==> config.mk <==
export PLATFORM = sky130hd
export DESIGN_NAME = io_sequencer
export DESIGN_NICKNAME = d
export VERILOG_FILES = /design/src/rtl/io_pkg.sv /design/src/rtl/io_debounce.sv /design/src/rtl/io_sequencer.sv
export SDC_FILE = /design/constraint.sdc
export NUM_CORES = 1
export LEC_CHECK = 0
export ABC_AREA = 1
export CAP_MARGIN = 15
export CORE_UTILIZATION = 42
export DETAILED_ROUTE_END_ITERATION = 10
export PLACE_DENSITY = 0.8
export SLEW_MARGIN = 20
export SYNTH_ARGS = -nofsm -noshare
export SYNTH_HDL_FRONTEND = slang
export SYNTH_HIERARCHICAL = 1
export SYNTH_SLANG_ARGS = --single-unit
==> constraint.sdc <==
create_clock -name clock -period 1.93 [get_ports clock]
set_clock_uncertainty 0.05 [all_clocks]
set_input_delay 0.4825 -clock clock [delete_from_list [all_inputs] [get_ports clock]]
set_output_delay 0.4825 -clock clock [all_outputs]
set_load 0.05 [all_outputs]
==> src/rtl/io_pkg.sv <==
// Shared opcode constants and sequencer state encoding for the I/O path.
// The control unit must decode the same opcode values.
package io_pkg;

  localparam logic [5:0] OP_IN   = 6'b001000;
  localparam logic [5:0] OP_OUT  = 6'b001001;
  localparam logic [5:0] OP_HALT = 6'b011001;

  typedef enum logic [2:0] {
    ST_RUN          = 3'd0,
    ST_WAIT_PRESS   = 3'd1,
    ST_WAIT_RELEASE = 3'd2,
    ST_COMMIT       = 3'd3,
    ST_HALTED       = 3'd4
  } io_state_t;

endpackage

==> src/rtl/io_debounce.sv <==
// Button conditioner: two-flop synchronizer followed by a stability counter
// that flips the debounced level after DEBOUNCE_CYCLES disagreeing samples.
module io_debounce #(
  parameter int DEBOUNCE_CYCLES = 4
) (
  input  logic clock,
  input  logic reset,
  input  logic btn_raw_i,
  output logic btn_db_o
);

  localparam int CNT_W = (DEBOUNCE_CYCLES > 1) ? $clog2(DEBOUNCE_CYCLES) : 1;
  localparam logic [CNT_W-1:0] CNT_MAX = CNT_W'(DEBOUNCE_CYCLES - 1);
  localparam logic [CNT_W-1:0] CNT_ONE = CNT_W'(1);

  logic             sync1_q;
  logic             sync2_q;
  logic             db_q;
  logic             db_d;
  logic [CNT_W-1:0] cnt_q;
  logic [CNT_W-1:0] cnt_d;

  // Count consecutive samples that disagree with the debounced level.
  always_comb begin
    db_d  = db_q;
    cnt_d = {CNT_W{1'b0}};
    if (sync2_q != db_q) begin
      if (cnt_q == CNT_MAX) begin
        db_d  = ~db_q;
        cnt_d = {CNT_W{1'b0}};
      end else begin
        cnt_d = cnt_q + CNT_ONE;
      end
    end else begin
      cnt_d = {CNT_W{1'b0}};
    end
  end

  // Synchronizer and debounce state registers.
  always_ff @(posedge clock) begin
    if (reset) begin
      sync1_q <= 1'b0;
      sync2_q <= 1'b0;
      db_q    <= 1'b0;
      cnt_q   <= {CNT_W{1'b0}};
    end else begin
      sync1_q <= btn_raw_i;
      sync2_q <= sync1_q;
      db_q    <= db_d;
      cnt_q   <= cnt_d;
    end
  end

  assign btn_db_o = db_q;

endmodule

==> src/rtl/io_sequencer.sv <==
// I/O and halt sequencer: stalls the PC on IN until a debounced press/release,
// latches OUT data to the display and parks the core on HALT.
module io_sequencer
  import io_pkg::*;
#(
  parameter int DATA_W          = 32,
  parameter int IN_W            = 16,
  parameter int DEBOUNCE_CYCLES = 4
) (
  input  logic              clock,
  input  logic              reset,
  input  logic [5:0]        opcode,
  input  logic              confirm_btn,
  input  logic [IN_W-1:0]   switches,
  input  logic [DATA_W-1:0] out_data,
  output logic              pc_enable,
  output logic              in_valid,
  output logic [DATA_W-1:0] in_data,
  output logic [DATA_W-1:0] display,
  output logic              waiting_input,
  output logic              halted
);

  io_state_t         state_q;
  logic [DATA_W-1:0] in_data_q;
  logic [DATA_W-1:0] display_q;
  logic              in_valid_q;
  logic              waiting_q;
  logic              halted_q;
  logic              btn_db_s;
  logic [DATA_W-1:0] sw_ext_s;
  logic              stall_op_s;

  io_debounce #(
    .DEBOUNCE_CYCLES(DEBOUNCE_CYCLES)
  ) u_debounce (
    .clock    (clock),
    .reset    (reset),
    .btn_raw_i(confirm_btn),
    .btn_db_o (btn_db_s)
  );

  // Zero-extend the switch bank; also valid when IN_W equals DATA_W.
  always_comb begin
    sw_ext_s           = {DATA_W{1'b0}};
    sw_ext_s[IN_W-1:0] = switches;
  end

  assign stall_op_s = (opcode == OP_IN) || (opcode == OP_HALT);

  // PC enable follows the current state; during reset only the opcode matters.
  always_comb begin
    pc_enable = 1'b0;
    if (reset) begin
      pc_enable = ~stall_op_s;
    end else begin
      case (state_q)
        ST_RUN:    pc_enable = ~stall_op_s;
        ST_COMMIT: pc_enable = 1'b1;
        default:   pc_enable = 1'b0;
      endcase
    end
  end

  // Sequencer FSM with registered status outputs and data latches.
  always_ff @(posedge clock) begin
    if (reset) begin
      state_q    <= ST_RUN;
      in_data_q  <= {DATA_W{1'b0}};
      display_q  <= {DATA_W{1'b0}};
      in_valid_q <= 1'b0;
      waiting_q  <= 1'b0;
      halted_q   <= 1'b0;
    end else begin
      case (state_q)
        ST_RUN: begin
          in_valid_q <= 1'b0;
          if (opcode == OP_IN) begin
            state_q   <= ST_WAIT_PRESS;
            waiting_q <= 1'b1;
          end else if (opcode == OP_HALT) begin
            state_q  <= ST_HALTED;
            halted_q <= 1'b1;
          end else if (opcode == OP_OUT) begin
            display_q <= out_data;
          end
        end
        ST_WAIT_PRESS: begin
          if (btn_db_s) begin
            in_data_q <= sw_ext_s;
            state_q   <= ST_WAIT_RELEASE;
          end
        end
        // Requiring release makes one press feed exactly one IN.
        ST_WAIT_RELEASE: begin
          if (!btn_db_s) begin
            state_q    <= ST_COMMIT;
            in_valid_q <= 1'b1;
            waiting_q  <= 1'b0;
          end
        end
        ST_COMMIT: begin
          state_q    <= ST_RUN;
          in_valid_q <= 1'b0;
        end
        ST_HALTED: begin
          halted_q <= 1'b1;
        end
        default: begin
          state_q    <= ST_RUN;
          in_valid_q <= 1'b0;
          waiting_q  <= 1'b0;
          halted_q   <= 1'b0;
        end
      endcase
    end
  end

  assign in_valid      = in_valid_q;
  assign in_data       = in_data_q;
  assign display       = display_q;
  assign waiting_input = waiting_q;
  assign halted        = halted_q;

endmodule

==> impl_summary.log, run 1 <==
[metrics] data required time at the worst endpoint: 1.40 ns
[metrics] DRT antenna net count: 0
[metrics] clock-pin transition on the worst setup and hold timing paths: around 0.060 ns
[metrics] Cell Pwr Density: between 800 and 900 nW/µm²
[metrics] number of non-filler instances in the completed layout: approximately 530
[metrics] number of maximum-capacitance constraint violations: 0
[metrics] gate count after technology mapping: 314
[metrics] area leader, netlist: sky130_fd_sc_hd__dfxtp_1
[metrics] CP arrival: around 1.5 ns
[metrics] Min Clock Period, post-route: 1.98 ns
[metrics] antenna fix cells: 0
[metrics] final routed wire length divided by cell count: 14.0 µm
[metrics] fraction of post-synthesis cell area in the top cell type by area: 0.407
[metrics] clock tree sinks: 59
[metrics] transition at the pin with the smallest max-transition slack: 0.599 ns
[metrics] wire length of the first global-routing pass: 12.0 mm
[metrics] GPL Wtd Cong: 0.812
[metrics] critical path launch point type: primary input
[metrics] sequential cell area fraction in the yosys report: 0.407
[metrics] share of layout cells above drive strength 1: 0.438
[metrics] total CTS buffers: 9
[metrics] First-pass DRT Iterations: 4
[metrics] die boundary width: ~85 µm
[metrics] Via Count: roughly 2,600
[metrics] post-synthesis sequential element count: 59
[metrics] Yosys cell types: 33
[metrics] launching point of the worst reg2reg path: state_q[0]
[metrics] Clock Tree Buf Depth: 2
[metrics] top_reg_cell synth: sky130_fd_sc_hd__dfxtp_1
[metrics] violations in the final reports: negative setup slack
[metrics] via count of the first global-routing pass: approximately 2,600
[metrics] synth cell count leaders: sky130_fd_sc_hd__dfxtp_1 (59), sky130_fd_sc_hd__nor2_1 (37), sky130_fd_sc_hd__nand4_1 (33)
[metrics] total of hold buffers inserted after clock tree synthesis: 0
[metrics] Setup WS pre-CTS: -0.376 ns
[metrics] VDD IR max: 421 µV
[metrics] Synth-to-Final Area Change: 47.8%
[metrics] number of remaining DRC errors: 0
[metrics] largest net degree at the start of global routing: 39
[metrics] aggregate global-route resource usage: 0.207
[metrics] number of standard-cell rows in the floorplan: 29
[metrics] outcome: finished with violations
[metrics] Die Ht: around 85 µm
[metrics] final design utilization: 0.661
[metrics] effective utilization at floorplan: 0.447
[metrics] HP Class: reg -> reg
[metrics] Ys Warns: 6
[metrics] Top Ports: 125
[metrics] largest cells by area after synthesis: sky130_fd_sc_hd__dfxtp_1 (41%), sky130_fd_sc_hd__nand2_4 (12%), sky130_fd_sc_hd__a21oi_2 (9.0%)
[metrics] fraction of registers with async set or reset after synthesis: 0
[metrics] RSZ-0062 raised after global routing: yes
[metrics] Slew Limit Headroom: 0.601
[metrics] initial antenna violation count: 0
[metrics] endpoints failing hold: 0
[metrics] post-synthesis instance area: 2910 µm²
[metrics] H-tree depth: 3
[metrics] Via density: 4.98
[metrics] period utilization: 1.03
[metrics] Post-Layout Inst Area: 4290 µm²
[metrics] Setup-failing EPs final: 1
[metrics] leakage power: 1.73 nW
[metrics] sum of routed wire length over all layers: 7.33 mm
[metrics] post-route setup slack: -0.0539 ns
[metrics] # port buffers: 108
[metrics] category of the worst setup path capture point: output pin
[metrics] mean area per synthesized cell: 9.25 µm²
[metrics] half-perimeter wire length of the detailed placement result: 4.72 mm
[metrics] total die area: approximately 7300 µm²
[metrics] class of the most critical setup path: in -> out
[metrics] clk_lat worst skew: 0.33 ns
[metrics] Layout Nets: 501
[metrics] number of pins with negative max-slew slack in the final report: 0
[metrics] placeable core region: 6490 µm²
[metrics] maximum fanout encountered on the critical timing path: 3
[metrics] number of enable-type register cells in the synthesized netlist: 0
[metrics] root buffer cell: sky130_fd_sc_hd__clkbuf_8
[metrics] iteration-0 DRC count of the detailed router: 59
[metrics] instance count after placement with tap cells included: 492
[metrics] GRT overflow: 0
[metrics] worst hold path startpoint: u_debounce/sync1_q
[metrics] clock tree from TritonCTS: built
[metrics] critical path launch point: opcode[1]
[metrics] standard cell area after detailed placement: ~3900 µm²
[metrics] cell with the most instances after synthesis: sky130_fd_sc_hd__dfxtp_1
[metrics] highest attainable clock frequency: 504 MHz
[metrics] WHS: 0.354 ns
## kinds of logic after synthesis
logic type | after synthesis | synth area share
simple gates | 137 | 0.317
other cells | 1 | 0.00129
compound gates | 60 | 0.145
flops | 59 | 0.407
fa+ha+maj | 1 | 0.00431
buf+inv | 56 | 0.126
## registers in the layout, summed over array words and instances, names as in the netlist, 2 cells and up
name / count
display: 32
in_data: 16
state_q: 3
u_debounce/cnt_q: 2
## cells in the final DEF, fill, tap and decap left out, drive strengths merged
cell type,netlist,layout
nor3,2,2
bufinv,0,3
inv,20,20
nor2,52,52
and2,1,1
dlygate4sd2,0,1
clkdlybuf4s15,0,3
clkbuf,6,14
a211oi,1,1
a21o,1,1
nand3,9,9
clkdlybuf4s50,0,49
dfxtp,59,59
a31oi,2,2
a21oi,37,37
nand2,40,40
conb,1,16
buf,30,83
ha,1,1
o21ai,19,19
clkinv,0,2
nand4,33,33
## report_power, final
| part | internal [mW] | leakage (nW) | total, mW | switching [mW] |
|---|---|---|---|---|
| Clock | 0.890 | 0.123 | 1.38 | 0.488 |
| Sequential | 1.27 | 0.478 | 1.30 | 0.0398 |
| Combinational | 0.347 | 1.13 | 0.916 | 0.569 |
## area by class of cell
class,count,area (µm²)
sequential,59,1190
multi-input combinational,214,1470
clock inverter,5,100
tap,77,96.3
timing repair buffer,139,1220
inverter,20,82.6
fill,534,2200
clock buffer,11,141
## worst max-delay path, stage by stage
cell,delay (ns)
sky130_fd_sc_hd__dlygate4sd2_1,0.27
sky130_fd_sc_hd__nor2_1,0.14
sky130_fd_sc_hd__nand3_2,0.12
sky130_fd_sc_hd__a21oi_2,0.16
sky130_fd_sc_hd__a21o_1,0.11
sky130_fd_sc_hd__inv_2,0.04
sky130_fd_sc_hd__buf_8,0.14
## what timing repair did
| item | in CTS | in global routing |
|---|---|---|
| resized for setup | 24 | 11 |
| gates cloned | 0 | 1 |
| pin swaps | 8 | 5 |
| setup endpoints to repair | 1 | 31 |
| buffers inserted | 14 | 2 |
## worst paths after layout
| check | end | slack, ns | depth (start not counted) |
|---|---|---|---|
| setup / recovery | pc_enable | -0.05 | 7 |
| setup reg to reg | display[16] | 0.20 | 8 |
| hold reg to reg | u_debounce/sync2_q | 0.35 | 2 |
| hold / removal | u_debounce/sync2_q | 0.35 | 2 |
## stage by stage
step                setup TNS [ns]  power, mW
detailed placement           -6.32       2.15
global placement             -5.50       2.14
finish                     -0.0539       3.60
floorplan                        0       1.92
CTS                       -0.00334       3.61
global route                -0.112       3.77
## metal layers
metal  share of wire  wire (µm)  vias up  track usage
li1                -          -     1281            -
met1            0.44       3220     1217        0.259
met2            0.49       3560       97        0.339
met3           0.054        398       19       0.0486
met4           0.020        148        0       0.0940
met5               0          0        -            0
Power figures use the tool's default switching activity.
==> run 2: changes to the inputs <==
ABC_AREA = default   (was 1)
CORE_UTILIZATION = 40   (was 42)
SKIP_CTS_REPAIR_TIMING = 1   (was default)
==> run 2 against run 1 <==
The flow still finishes with violations (negative setup slack). Sequential power is 5% lower. Power shrank 30%. Die area shrank 8.6%. Critical path depth shrank 2. First-iteration DRC count fell by 24%. Design area down 13%. Fmax down 4.7%. Clock power shrank 28%.
==> impl_summary.log, run 2 <==
[metrics] mean area per synthesized cell: 8.85 µm²
[metrics] Largest register FFs: 32
[metrics] half-perimeter wire length of the detailed placement result: 4.15 mm
[metrics] critical path launch point type: primary input
[metrics] Layout Nets: about 460
[metrics] Via Count: 2,235
[metrics] effective utilization at floorplan: 0.421
[metrics] design internal power: 1.90 mW
[metrics] highest attainable clock frequency: 480 MHz
[metrics] Slew Limit Headroom: 0.617
[metrics] Ys Warns: 6
[metrics] number of non-filler instances in the completed layout: 477
[metrics] initial antenna violation count: 0
[metrics] number of enable-type register cells in the synthesized netlist: 0
[metrics] Top Ports: 125
[metrics] transition at the pin with the smallest max-transition slack: 0.574 ns
[metrics] Setup WS pre-CTS: -0.550 ns
[metrics] top_reg_cell synth: sky130_fd_sc_hd__dfxtp_1
[metrics] Yosys cell types: 35
[metrics] sum of routed wire length over all layers: 5.94 mm
[metrics] instance count after placement with tap cells included: 458
[metrics] Setup-failing EPs final: 1
[metrics] class of the most critical setup path: in -> out
[metrics] leakage power: 1.50 nW
[metrics] antenna fix cells: 0
[metrics] outcome: finished with violations
[metrics] number of pins with negative max-slew slack in the final report: 0
[metrics] iteration-0 DRC count of the detailed router: 45
[metrics] crit-path cells: buf_6, or4b_4, o22ai_4, nand2_4, buf_8
[metrics] period utilization: 1.08
[metrics] wire length of the first global-routing pass: roughly 8.9 mm
[metrics] fraction of post-synthesis cell area in the top cell type by area: 0.468
[metrics] category of the worst setup path capture point: output pin
[metrics] net switching power: 631 µW
[metrics] DRT antenna net count: 0
[metrics] Die Ht: 81.4 µm
[metrics] via count of the first global-routing pass: 2,033
[metrics] Sw Share: 0.249
[metrics] RSZ-0062 raised after global routing: yes
[metrics] violations in the final reports: negative setup slack
[metrics] Min Clock Period, post-route: 2.08 ns
[metrics] total CTS buffers: 9
[metrics] sequential cell area fraction in the yosys report: 0.468
[metrics] # port buffers: 108
[metrics] total die area: around 6600 µm²
[metrics] slowest stage delay, CP: 0.56 ns
[metrics] final routed wire length divided by cell count: 12.5 µm
[metrics] HP Class: reg -> reg
[metrics] area leader, netlist: sky130_fd_sc_hd__dfxtp_1
[metrics] commonest cells after routing, fill and taps aside: sky130_fd_sc_hd__nand2_1 (96), sky130_fd_sc_hd__buf_4 (61), sky130_fd_sc_hd__dfxtp_1 (59)
[metrics] cell with the most instances after synthesis: sky130_fd_sc_hd__nand2_1
[metrics] Synth-to-Final Area Change: 47.4%
[metrics] H-tree depth: 3
[metrics] VDD IR max: 489 µV
[metrics] minimum setup slack among reg-to-reg paths: roughly 0.06 ns
[metrics] maximum fanout encountered on the critical timing path: 2
[metrics] Clock Tree Buf Depth: 2
[metrics] post-synthesis instance area: 2520 µm²
[metrics] number of standard-cell rows in the floorplan: 28
[metrics] CP arrival: 1.55 ns
[metrics] GPL Wtd Cong: around 0.77
[metrics] clock tree sinks: 59
[metrics] placeable core region: 5990 µm²
[metrics] data required time at the worst endpoint: 1.40 ns
[metrics] clock tree from TritonCTS: built
[metrics] clock network fraction of design power: 0.392
[metrics] Via density: 4.69
[metrics] largest cells by area after synthesis: sky130_fd_sc_hd__dfxtp_1 (47%), sky130_fd_sc_hd__nand2_1 (14%), sky130_fd_sc_hd__mux2i_1 (13%)
[metrics] First-pass DRT Iterations: 4
[metrics] synth cell count leaders: sky130_fd_sc_hd__nand2_1 (97), sky130_fd_sc_hd__dfxtp_1 (59), sky130_fd_sc_hd__mux2i_1 (34)
[metrics] Cell Pwr Density: 681 nW/µm²
[metrics] part of the total power dissipated in combinational logic: 0.122
[metrics] post-synthesis sequential element count: 59
[metrics] slowest library cell on the worst path: sky130_fd_sc_hd__or4b_4
[metrics] number of remaining DRC errors: 0
[metrics] clock-pin transition on the worst setup and hold timing paths: ~0.06 ns
[metrics] die boundary width: slightly above 80 µm
[metrics] GRT overflow: 0
[metrics] sequential group share of total power: 0.487
[metrics] largest net degree at the start of global routing: 65
[metrics] fraction of registers with async set or reset after synthesis: 0
[metrics] aggregate global-route resource usage: 0.177
[metrics] root buffer cell: sky130_fd_sc_hd__clkbuf_8
[metrics] gate count after technology mapping: 285
[metrics] clk_lat worst skew: between 0.3 and 0.4 ns
[metrics] most common cell after layout, fill and taps aside: sky130_fd_sc_hd__nand2_1
[metrics] endpoints failing hold: 0
[metrics] share of layout cells above drive strength 1: 0.221
[metrics] number of maximum-capacitance constraint violations: 0
[metrics] post-route setup slack: -0.152 ns
## run 2: path summary, 6_finish.rpt
kind | startpoint | end | cells after the start
setup / recovery | opcode[2] | pc_enable | 5
hold / removal | u_debounce/cnt_q[0] | u_debounce/cnt_q[0] | 1
setup reg to reg | state_q[0] | display[16] | 4
hold reg to reg | u_debounce/cnt_q[0] | u_debounce/cnt_q[0] | 1
## run 2: power groups by stage
stage | registers (mW) | clock network [mW] | logic (mW)
floorplan | 1.28 | 0 | 0.165
global placement | 1.26 | 0 | 0.303
detailed placement | 1.26 | 0 | 0.305
CTS | 1.23 | 1.02 | 0.306
global route | 1.23 | 1.08 | 0.329
finish | 1.23 | 0.992 | 0.308
## run 2: cell type report
| class | count | area (µm²) |
|---|---|---|
| clock buffer | 14 | 163 |
| clock inverter | 2 | 10.0 |
| fill | 540 | 2270 |
| inverter | 3 | 11.3 |
| multi-input combinational | 203 | 1170 |
| sequential | 59 | 1180 |
| tap | 75 | 93.8 |
| timing repair buffer | 121 | 1090 |
## run 2: per-layer routing
metal | part of all wire | up-vias | GRT usage
met3 | 0.055 | 12 | 0.0778
met1 | 0.41 | 1027 | 0.193
li1 | - | 1131 | -
met4 | 0.020 | 0 | 0.0607
met2 | 0.51 | 65 | 0.305
met5 | 0 | - | 0
## run 2: kinds of logic after synthesis
family,after synthesis,share of synthesized area
other,1,0.00149
AO/OA/AOI/OAI,26,0.0566
AND/OR/NAND/NOR,123,0.223
XOR/XNOR,3,0.0104
adder cells (fa/ha/maj),1,0.00496
multiplexers,34,0.135
flip-flops,59,0.468
buffers and inverters,38,0.100
## run 2: stage by stage
stage	setup TNS (ns)	total power, mW	cell area [µm²]	util	hold slack [ns]
global route	-0.897	2.64	3720	0.621	0.401
global placement	-16.89	1.56	3490	0.583	0.365
CTS	-5.90	2.56	3660	0.612	0.383
finish	-0.152	2.53	3720	0.621	0.380
floorplan	0	1.44	2600	-	0.354
detailed placement	-17.78	1.56	3490	0.583	0.370
## run 2: worst max-delay path, delay by kind of cell
kind            cells  cell delay [ns]
compound gates      1             0.21
simple gates        2             0.62
buf+inv             2             0.24
==> run 3: changes to the inputs <==
CTS_CLUSTER_SIZE = 14   (was default)
==> results of run 3 <==
Same layout as run 2: the final DEF is identical, and so are final timing and power.
